## config.mk

```make
export PLATFORM = sky130hd
export DESIGN_NAME = udp_frame_tx
export DESIGN_NICKNAME = d
export VERILOG_FILES = /design/src/rtl/udp_frame_tx.sv
export SDC_FILE = /design/constraint.sdc
export NUM_CORES = 1
export LEC_CHECK = 0
export CAP_MARGIN = 20
export CELL_PAD_IN_SITES_DETAIL_PLACEMENT = 0
export CELL_PAD_IN_SITES_GLOBAL_PLACEMENT = 2
export CORE_ASPECT_RATIO = 0.75
export CORE_MARGIN = 2
export CORE_UTILIZATION = 38
export DETAILED_ROUTE_END_ITERATION = 7
export HOLD_SLACK_MARGIN = 0.06
export PLACE_DENSITY = 0.84
export SYNTH_ARGS = -nofsm -noshare
export SYNTH_HDL_FRONTEND = slang
export SYNTH_SLANG_ARGS = --single-unit
```

## constraint.sdc

```tcl
create_clock -name clk -period 6.8 [get_ports clk]
set_clock_uncertainty 0.15 [all_clocks]
set_input_delay 1.36 -clock clk [delete_from_list [all_inputs] [get_ports clk]]
set_output_delay 1.36 -clock clk [all_outputs]
set_load 0.01 [all_outputs]
```

## src/rtl/udp_frame_tx.sv

```systemverilog
// udp_frame_tx: single-stream Ethernet/IPv4/UDP frame sequencer feeding rgmii_tx byte by byte
module udp_frame_tx #(
    parameter logic [47:0] DST_MAC     = 48'hFF_FF_FF_FF_FF_FF,
    parameter logic [47:0] SRC_MAC     = 48'h02_00_00_00_00_01,
    parameter logic [31:0] SRC_IP      = 32'hC0A8_010A,
    parameter logic [31:0] DST_IP      = 32'hC0A8_0101,
    parameter logic [15:0] SRC_PORT    = 16'd5000,
    parameter logic [15:0] DST_PORT    = 16'd5000,
    parameter logic [7:0]  TTL         = 8'd64,
    parameter int          PAYLOAD_MAX = 1472,
    parameter int          IFG_BYTES   = 12
) (
    input  logic        clk,
    input  logic        rst,
    input  logic        start,
    input  logic [10:0] payload_len,
    input  logic [7:0]  pl_data,
    input  logic        pl_valid,
    output logic        pl_ready,
    output logic [7:0]  tx_data,
    output logic        tx_valid,
    output logic        busy,
    output logic        done,
    output logic        underrun
);
    localparam logic [3:0] IDLE = 4'd0;
    localparam logic [3:0] PRE  = 4'd1;
    localparam logic [3:0] SFD  = 4'd2;
    localparam logic [3:0] ETH  = 4'd3;
    localparam logic [3:0] IP   = 4'd4;
    localparam logic [3:0] UDP  = 4'd5;
    localparam logic [3:0] PAY  = 4'd6;
    localparam logic [3:0] PAD  = 4'd7;
    localparam logic [3:0] FCS  = 4'd8;
    localparam logic [3:0] IFG  = 4'd9;
    localparam logic [10:0] PL_MAX = 11'(PAYLOAD_MAX);

    function automatic logic [31:0] crc_byte(input logic [31:0] c, input logic [7:0] d);
        logic [31:0] r;
        r = c ^ {24'h0, d};
        for (int i = 0; i < 8; i++) r = r[0] ? (r >> 1) ^ 32'hEDB88320 : r >> 1;
        return r;
    endfunction

    logic [3:0]   state, cur, nxt;
    logic [10:0]  cnt, lim, len_q, pad_n;
    logic [15:0]  id, csum, tot_len, udp_len, fold2;
    logic [16:0]  fold1;
    logic [19:0]  sum;
    logic [31:0]  crc;
    logic [335:0] hdr;
    logic [5:0]   hidx;
    logic [7:0]   hdr_b, byte_c;
    logic         go, last;

    // state/cnt name the byte leaving on the next edge; an accepted start acts as PRE byte 0
    assign go      = state == IDLE && start && !busy;
    assign cur     = go ? PRE : state;
    assign pad_n   = len_q < 11'd18 ? 11'd18 - len_q : 11'd0;
    assign tot_len = 16'(len_q) + 16'd28;
    assign udp_len = 16'(len_q) + 16'd8;
    assign sum     = 20'h4500 + 20'(tot_len) + 20'(id) + 20'h4000 + 20'({TTL, 8'h11})
                   + 20'(SRC_IP[31:16]) + 20'(SRC_IP[15:0]) + 20'(DST_IP[31:16]) + 20'(DST_IP[15:0]);
    assign fold1   = 17'(sum[15:0]) + 17'(sum[19:16]);
    assign fold2   = fold1[15:0] + 16'(fold1[16]);
    assign hdr     = {DST_MAC, SRC_MAC, 16'h0800,
                      16'h4500, tot_len, id, 16'h4000, TTL, 8'h11, csum, SRC_IP, DST_IP,
                      SRC_PORT, DST_PORT, udp_len, 16'h0000};
    assign hidx    = cnt[5:0] + (cur == IP ? 6'd14 : cur == UDP ? 6'd34 : 6'd0);
    assign hdr_b   = hdr[(41 - int'(hidx)) * 8 +: 8];
    assign byte_c  = cur == PRE ? 8'h55 :
                     cur == SFD ? 8'hD5 :
                     (cur == ETH || cur == IP || cur == UDP) ? hdr_b :
                     cur == PAY ? (pl_valid ? pl_data : 8'h00) :
                     cur == FCS ? ~crc[8 * cnt[1:0] +: 8] : 8'h00;
    assign last    = cnt + 11'd1 == lim;

    always_comb begin
        lim = 11'd1;
        nxt = IDLE;
        case (cur)
            PRE:     begin lim = 11'd7;  nxt = SFD; end
            SFD:     nxt = ETH;
            ETH:     begin lim = 11'd14; nxt = IP; end
            IP:      begin lim = 11'd20; nxt = UDP; end
            UDP:     begin lim = 11'd8;  nxt = len_q != 11'd0 ? PAY : pad_n != 11'd0 ? PAD : FCS; end
            PAY:     begin lim = len_q;  nxt = pad_n != 11'd0 ? PAD : FCS; end
            PAD:     begin lim = pad_n;  nxt = FCS; end
            FCS:     begin lim = 11'd4;  nxt = IFG; end
            IFG:     lim = 11'(IFG_BYTES);
            default: nxt = IDLE;
        endcase
    end

    always_ff @(posedge clk) begin
        if (!rst) begin
            state    <= IDLE;
            cnt      <= 11'd0;
            len_q    <= 11'd0;
            id       <= 16'd0;
            csum     <= 16'd0;
            crc      <= 32'hFFFFFFFF;
            tx_data  <= 8'h00;
            tx_valid <= 1'b0;
            pl_ready <= 1'b0;
            busy     <= 1'b0;
            done     <= 1'b0;
            underrun <= 1'b0;
        end else begin
            state    <= last ? nxt : cur;
            cnt      <= last ? 11'd0 : cnt + 11'd1;
            if (go) len_q <= payload_len > PL_MAX ? PL_MAX : payload_len;
            // len_q is settled after the first PRE cycle, so the checksum is final well before IP
            if (state == PRE) csum <= ~fold2;
            crc      <= cur == IDLE ? 32'hFFFFFFFF :
                        (cur == ETH || cur == IP || cur == UDP || cur == PAY || cur == PAD) ? crc_byte(crc, byte_c) : crc;
            if (cur == IFG && last) id <= id + 16'd1;
            tx_data  <= byte_c;
            tx_valid <= cur != IDLE && cur != IFG;
            pl_ready <= (last ? nxt : cur) == PAY;
            busy     <= cur != IDLE;
            done     <= cur == IFG && last;
            underrun <= cur == PAY && !pl_valid;
        end
    end
endmodule

```

---- Yosys cells after proc, flatten, opt, wreduce, memory -nomap -nowiden ----
Index checks and enable logic that the tools add are counted.
word-level totals
  output and inout bits ................... 13
  bits of input ports ..................... 23
  register bits after elaboration ......... 103
  word-level logic and storage cells ...... 100
cells by class
  eq/ne operators ......................... 13
  $add $sub $neg .......................... 17
  order comparisons ....................... 2
  reductions and logical operators ........ 18
  multiplexer cells ....................... 24
  shift operators ......................... 2
  bitwise gates (word level) .............. 12
operators with widths
  cell                      count
  $shiftx A336 B10 Y8       1
  $mux W32                  8
  $not A13 Y14              8
  $pmux W11 S8              1
  $mux W8                   6
  $add A20 B9 Y20 const B   2
  $pmux W4 S8               1
  $shiftx A32 B6 Y8         1
  $xor A32 B8 Y32           1
  $mux W11                  2
  $reduce_bool A11 Y1       2
  $add A19 B16 Y20 const B  1
  $add A20 B16 Y20 const B  1
  $eq A4 B3 Y1 const B      5
  $add A18 B15 Y19 const B  1
  $add A17 B15 Y18 const B  1
  $add A16 B16 Y17          1
  $add A16 B4 Y17           1
  $add A15 B12 Y16 const A  1
  $add A16 B1 Y16           1
  $add A16 B1 Y16 const B   1
  $mux W4                   4
  $not A16 Y16              1
  $add A11 B4 Y12 const B   1
  21 further kinds          35

---- Logic depth before layout (Yosys ltp) ----
  depth after elaboration ................. 30
  depth in mapped cells ................... 31

---- Least setup slack after synthesis ----
Ideal clock, no wire load.
  kind .................................... register to register
  start point ............................. register len_q[3]
  end point ............................... register csum[12]
  arrival ................................. 5.574 ns
  data required time ...................... 6.564 ns
  period minus slack after synthesis ...... 5.810 ns
  slack ................................... 0.990 ns
  cell stages (with the launch flop) ...... 31
  library setup time ...................... 0.086 ns
  cells stage by stage .................... dfxtp_1 clkbuf_1 inv_1 ha_1 a21boi_1 nor3_1 xnor2_1 inv_1 ha_1 ha_1 nand2_1 a21oi_1 a211oi_1 o21bai_1 a31o_2 ha_1 inv_1 ha_1 nor2_1 nand3_1 nor3_1 and2_1 nand4_1 nor2_1 ha_1 ha_1 nand2_1 nor3_1 nand2_1 xnor2_1 a211oi_1
on the way
  word-level cells in the longest chain between the ends .. 12
ends and longest elaborated chain
  item                    line  RTL
  start, declared         46    logic [10:0] cnt, lim, len_q, pad_n;
  start signal, assigned  112   if (go) len_q <= payload_len > PL_MAX ? PL_MAX : payload_len;
  $add A11 B5 Y12         60    assign tot_len = 16'(len_q) + 16'd28;
  $add A15 B12 Y16        62    assign sum = 20'h4500 + 20'(tot_len) + 20'(id) + 20'h4000 + 20'({TTL, 8'h11})
  $add A16 B16 Y17        62
  $add A17 B15 Y18        62
  $add A18 B15 Y19        62
  $add A19 B16 Y20        63    + 20'(SRC_IP[31:16]) + 20'(SRC_IP[15:0]) + 20'(DST_IP[31:16]) + 20'(DST_IP[15:0]);
  $add A20 B9 Y20         63
  $add A20 B16 Y20        63
  $add A20 B9 Y20         63
  $add A16 B4 Y17         64    assign fold1 = 17'(sum[15:0]) + 17'(sum[19:16]);
  $add A16 B1 Y16         65    assign fold2 = fold1[15:0] + 16'(fold1[16]);
  $not A16 Y16            114   if (state == PRE) csum <= ~fold2;
  end signal, assigned    114
  end, declared           47    logic [15:0] id, csum, tot_len, udp_len, fold2;
No other way between the ends.
A chain may end at the register's enable or synchronous reset.

---- Final worst setup path ----
  start point ............................. register len_q[3]
  end point ............................... register csum[14]
The elaborated chain is that of the path after synthesis.

==> flow_metrics.env <==
export IMPL_nets=1157
export IMPL_status="completed"
export IMPL_path_clk_slew_ps=70
export IMPL_drv_cap=0
export IMPL_setup_tns_ps=0
export IMPL_synth_edf_count=0
export IMPL_vias=7909
export IMPL_synth_flop_cell="dfxtp_1"
export IMPL_root_buffer="clkbuf_16"
export IMPL_antenna_cells=0
export IMPL_hpwl_um=20700
export IMPL_worstHoldPathType="reg -> reg"
export IMPL_dpl_cell_count=1371
export IMPL_synth_top_cell_area_share_pct=23.9
export IMPL_fin_util_pct=43.3
export IMPL_dr_pass1_iters=5
export IMPL_crit_arrival_ps=6270
export IMPL_rsz0062_at_grt="false"
export IMPL_netlist_area_mm2=0.00862
export IMPL_synth_net_count=1139
export IMPL_drive_above_1_share_pct=7.88
export IMPL_globalRouteMet1Util_pct=36.2
export IMPL_design_area_mm2=0.00960
export IMPL_ant_nets=0
export IMPL_fp_dieH_um=134
export IMPL_initial_utilization_pct=38.9
export IMPL_cts_tree="yes"
export IMPL_fmax_ghz=0.162
export IMPL_hold_buffers=0
export IMPL_synth_distinct_cells=92
export IMPL_r2r_setup_slack_ps=620
export IMPL_power_total_mw=3.80
export IMPL_grtUsageTotal_pct=23.1
export IMPL_clkLatencyLatePin_ps=360
export IMPL_synthArstFlopShare_pct=0
export IMPL_hold_violations=0
export IMPL_ys_top_cells_by_area="dfxtp_1 24%, xnor2_1 8.6%, ha_1 6.4%"
export IMPL_postCtsResizedCells=0
export IMPL_core_mm2=0.0222
export IMPL_use_met2_pct=31.4
export IMPL_required_ps=6890
export IMPL_yosysWarnings=0
export IMPL_clock_path_buffers=2
export IMPL_postPlaceCellArea_mm2=0.00931
export IMPL_grt_pass1_vias=7206
export IMPL_die_w_um=178
export IMPL_setup_worst_path_start_class="register"
export IMPL_fillerInstances=2260
export IMPL_grt_pass1_wl_um=42300
export IMPL_drtIter0Drc=666
export IMPL_slew_headroom_pct=37.7
export IMPL_seq_area_frac_synth_pct=23.9
export IMPL_crit_buf_inv=4
export IMPL_numCtsBuffers=9
export IMPL_layoutNonFillerInstCount=1385
export IMPL_grt_ovfl_total=0
export IMPL_std_cell_rows=47
export IMPL_h_tree_depth=3
export IMPL_syn_inst=1070
export IMPL_p_per_area_mw_per_mm2=395
export IMPL_clock_sinks=103
export IMPL_pin_count=36
export IMPL_ir_drop_uv=271
export IMPL_cp_slowest_cell="ha_1"
export IMPL_yosys_register_bits=103
export IMPL_tightest_slew_ps=932
export IMPL_wl_per_cell_um=19.5
export IMPL_crit_top_cell="ha_1"
export IMPL_critical_path_max_fanout=9
export IMPL_antenna_found_initial=0
export IMPL_die_area_mm2=0.0239
export IMPL_gr_usage_met3_pct=5.05
export IMPL_syn_to_final_growth_pct=11.3
export IMPL_yosysMostFrequentCell="dfxtp_1"
export IMPL_crit_family="simple AND/OR/NAND/NOR gates"
export IMPL_busiest_layer="met1"
export IMPL_synth_top_area_cell="dfxtp_1"
export IMPL_place_congestion=0.876
export IMPL_vias_per_cell=5.71
export IMPL_synth_common_cells="103 x dfxtp_1, 101 x nor2_1, 85 x xnor2_1, 80 x nand2_1, 63 x a21oi_1"
export IMPL_cp_end_kind="register"
export IMPL_slew_viol_final=0
export IMPL_fin_crit_ps=6180
export IMPL_crit_type="reg -> reg"
export IMPL_finalCritPeriodShare_pct=90.9
export IMPL_port_buffers=35
export IMPL_cts_setup_buffers=0
export IMPL_critical_path_max_stage_delay_ps=340
export IMPL_setup_viol=0
export IMPL_grt_max_degree=49
export IMPL_wl_um=27000
export IMPL_drc=0
export IMPL_leakage_nw=3.54
export IMPL_syn_area_per_cell_um2=8.06
[cell usage in the layout (no fill, tap or decap), types with 7 or more instances in the layout]
cell type / instances
dfxtp_1: 102
nor2_1: 101
xnor2_1: 85
nand2_1: 80
a21oi_1: 63
inv_1: 50
xor2_1: 45
o21ai_0: 44
ha_1: 44
nand3_1: 36
clkdlybuf4s50_1: 35
nor3_1: 34
buf_4: 26
a211oi_1: 23
and2_1: 16
mux2i_1: 16
o211ai_1: 16
nand4_1: 15
o22ai_1: 15
o21ai_1: 15
a22oi_1: 12
nor2b_1: 11
o21a_1: 11
nand2b_1: 11
and3_1: 11
a21o_1: 9
a31oi_1: 9
clkbuf_16: 9
mux4_2: 8
xnor2_2: 7
o221ai_1: 7
[worst min-delay path, delay by kind of cell, from the launching register on]
family             cells  cell delay (ps)
AOI/OAI and AO/OA      1               50
and+or+nand+nor        1               60
DFF                    1              320
[cell type report]
| type | count | area [µm²] | share of cell area (%) |
|---|---|---|---|
| tap | 294 | 368 | 3.83 |
| clock inverter | 3 | 43.8 | 0.456 |
| clock buffer | 11 | 243 | 2.53 |
| inverter | 53 | 199 | 2.07 |
| sequential | 103 | 2060 | 21.5 |
| multi-input combinational | 860 | 6130 | 63.9 |
| timing repair buffer | 61 | 546 | 5.68 |
[sequential cells by signal, summed over array words and instances, names as in the netlist, 4 cells and up]
| name | count |
|---|---|
| tx_data | 8 |
| csum | 16 |
| len_q | 11 |
| cnt | 11 |
| crc | 32 |
| state | 4 |
| id | 16 |
[per-stage QoR]
| stage | setup slack [ps] | hold WS (ps) |
|---|---|---|
| after global routing | 11.2 | 346 |
| after global placement | 789 | 300 |
| final | 619 | 323 |
| after floorplan | 990 | 282 |
| after CTS | 650 | 323 |
| after detailed placement | 702 | 313 |
[report_power, final]
group	internal, mW	leakage [nW]	switching [mW]
clock network	0.292	0.142	0.229
registers	0.688	0.838	0.103
logic	1.01	2.56	1.48
[logic make-up after synthesis]
kind of cell	count (synthesis)	share of synthesized area, %
buf+inv	107	4.98
xor+xnor	149	17.6
compound gates	288	22.6
fa+ha+maj	47	6.97
mux	25	4.08
flops	103	23.9
simple gates	351	19.9
[layer usage]
metal	wire, µm	vias to the layer above
li1	-	3896
met1	14100	3760
met2	10800	227
met3	1620	26
met4	388	0
met5	0	-
[worst paths after layout]
path,startpoint,depth (start not counted),to
max,len_q[3]$_SDFFE_PN0P_,31,csum[14]$_SDFFE_PN0N_
min reg2reg,csum[8]$_SDFFE_PN0N_,2,csum[8]$_SDFFE_PN0N_
min,csum[8]$_SDFFE_PN0N_,2,csum[8]$_SDFFE_PN0N_
max reg2reg,len_q[3]$_SDFFE_PN0P_,31,csum[14]$_SDFFE_PN0N_
Power figures use the tool's default switching activity.
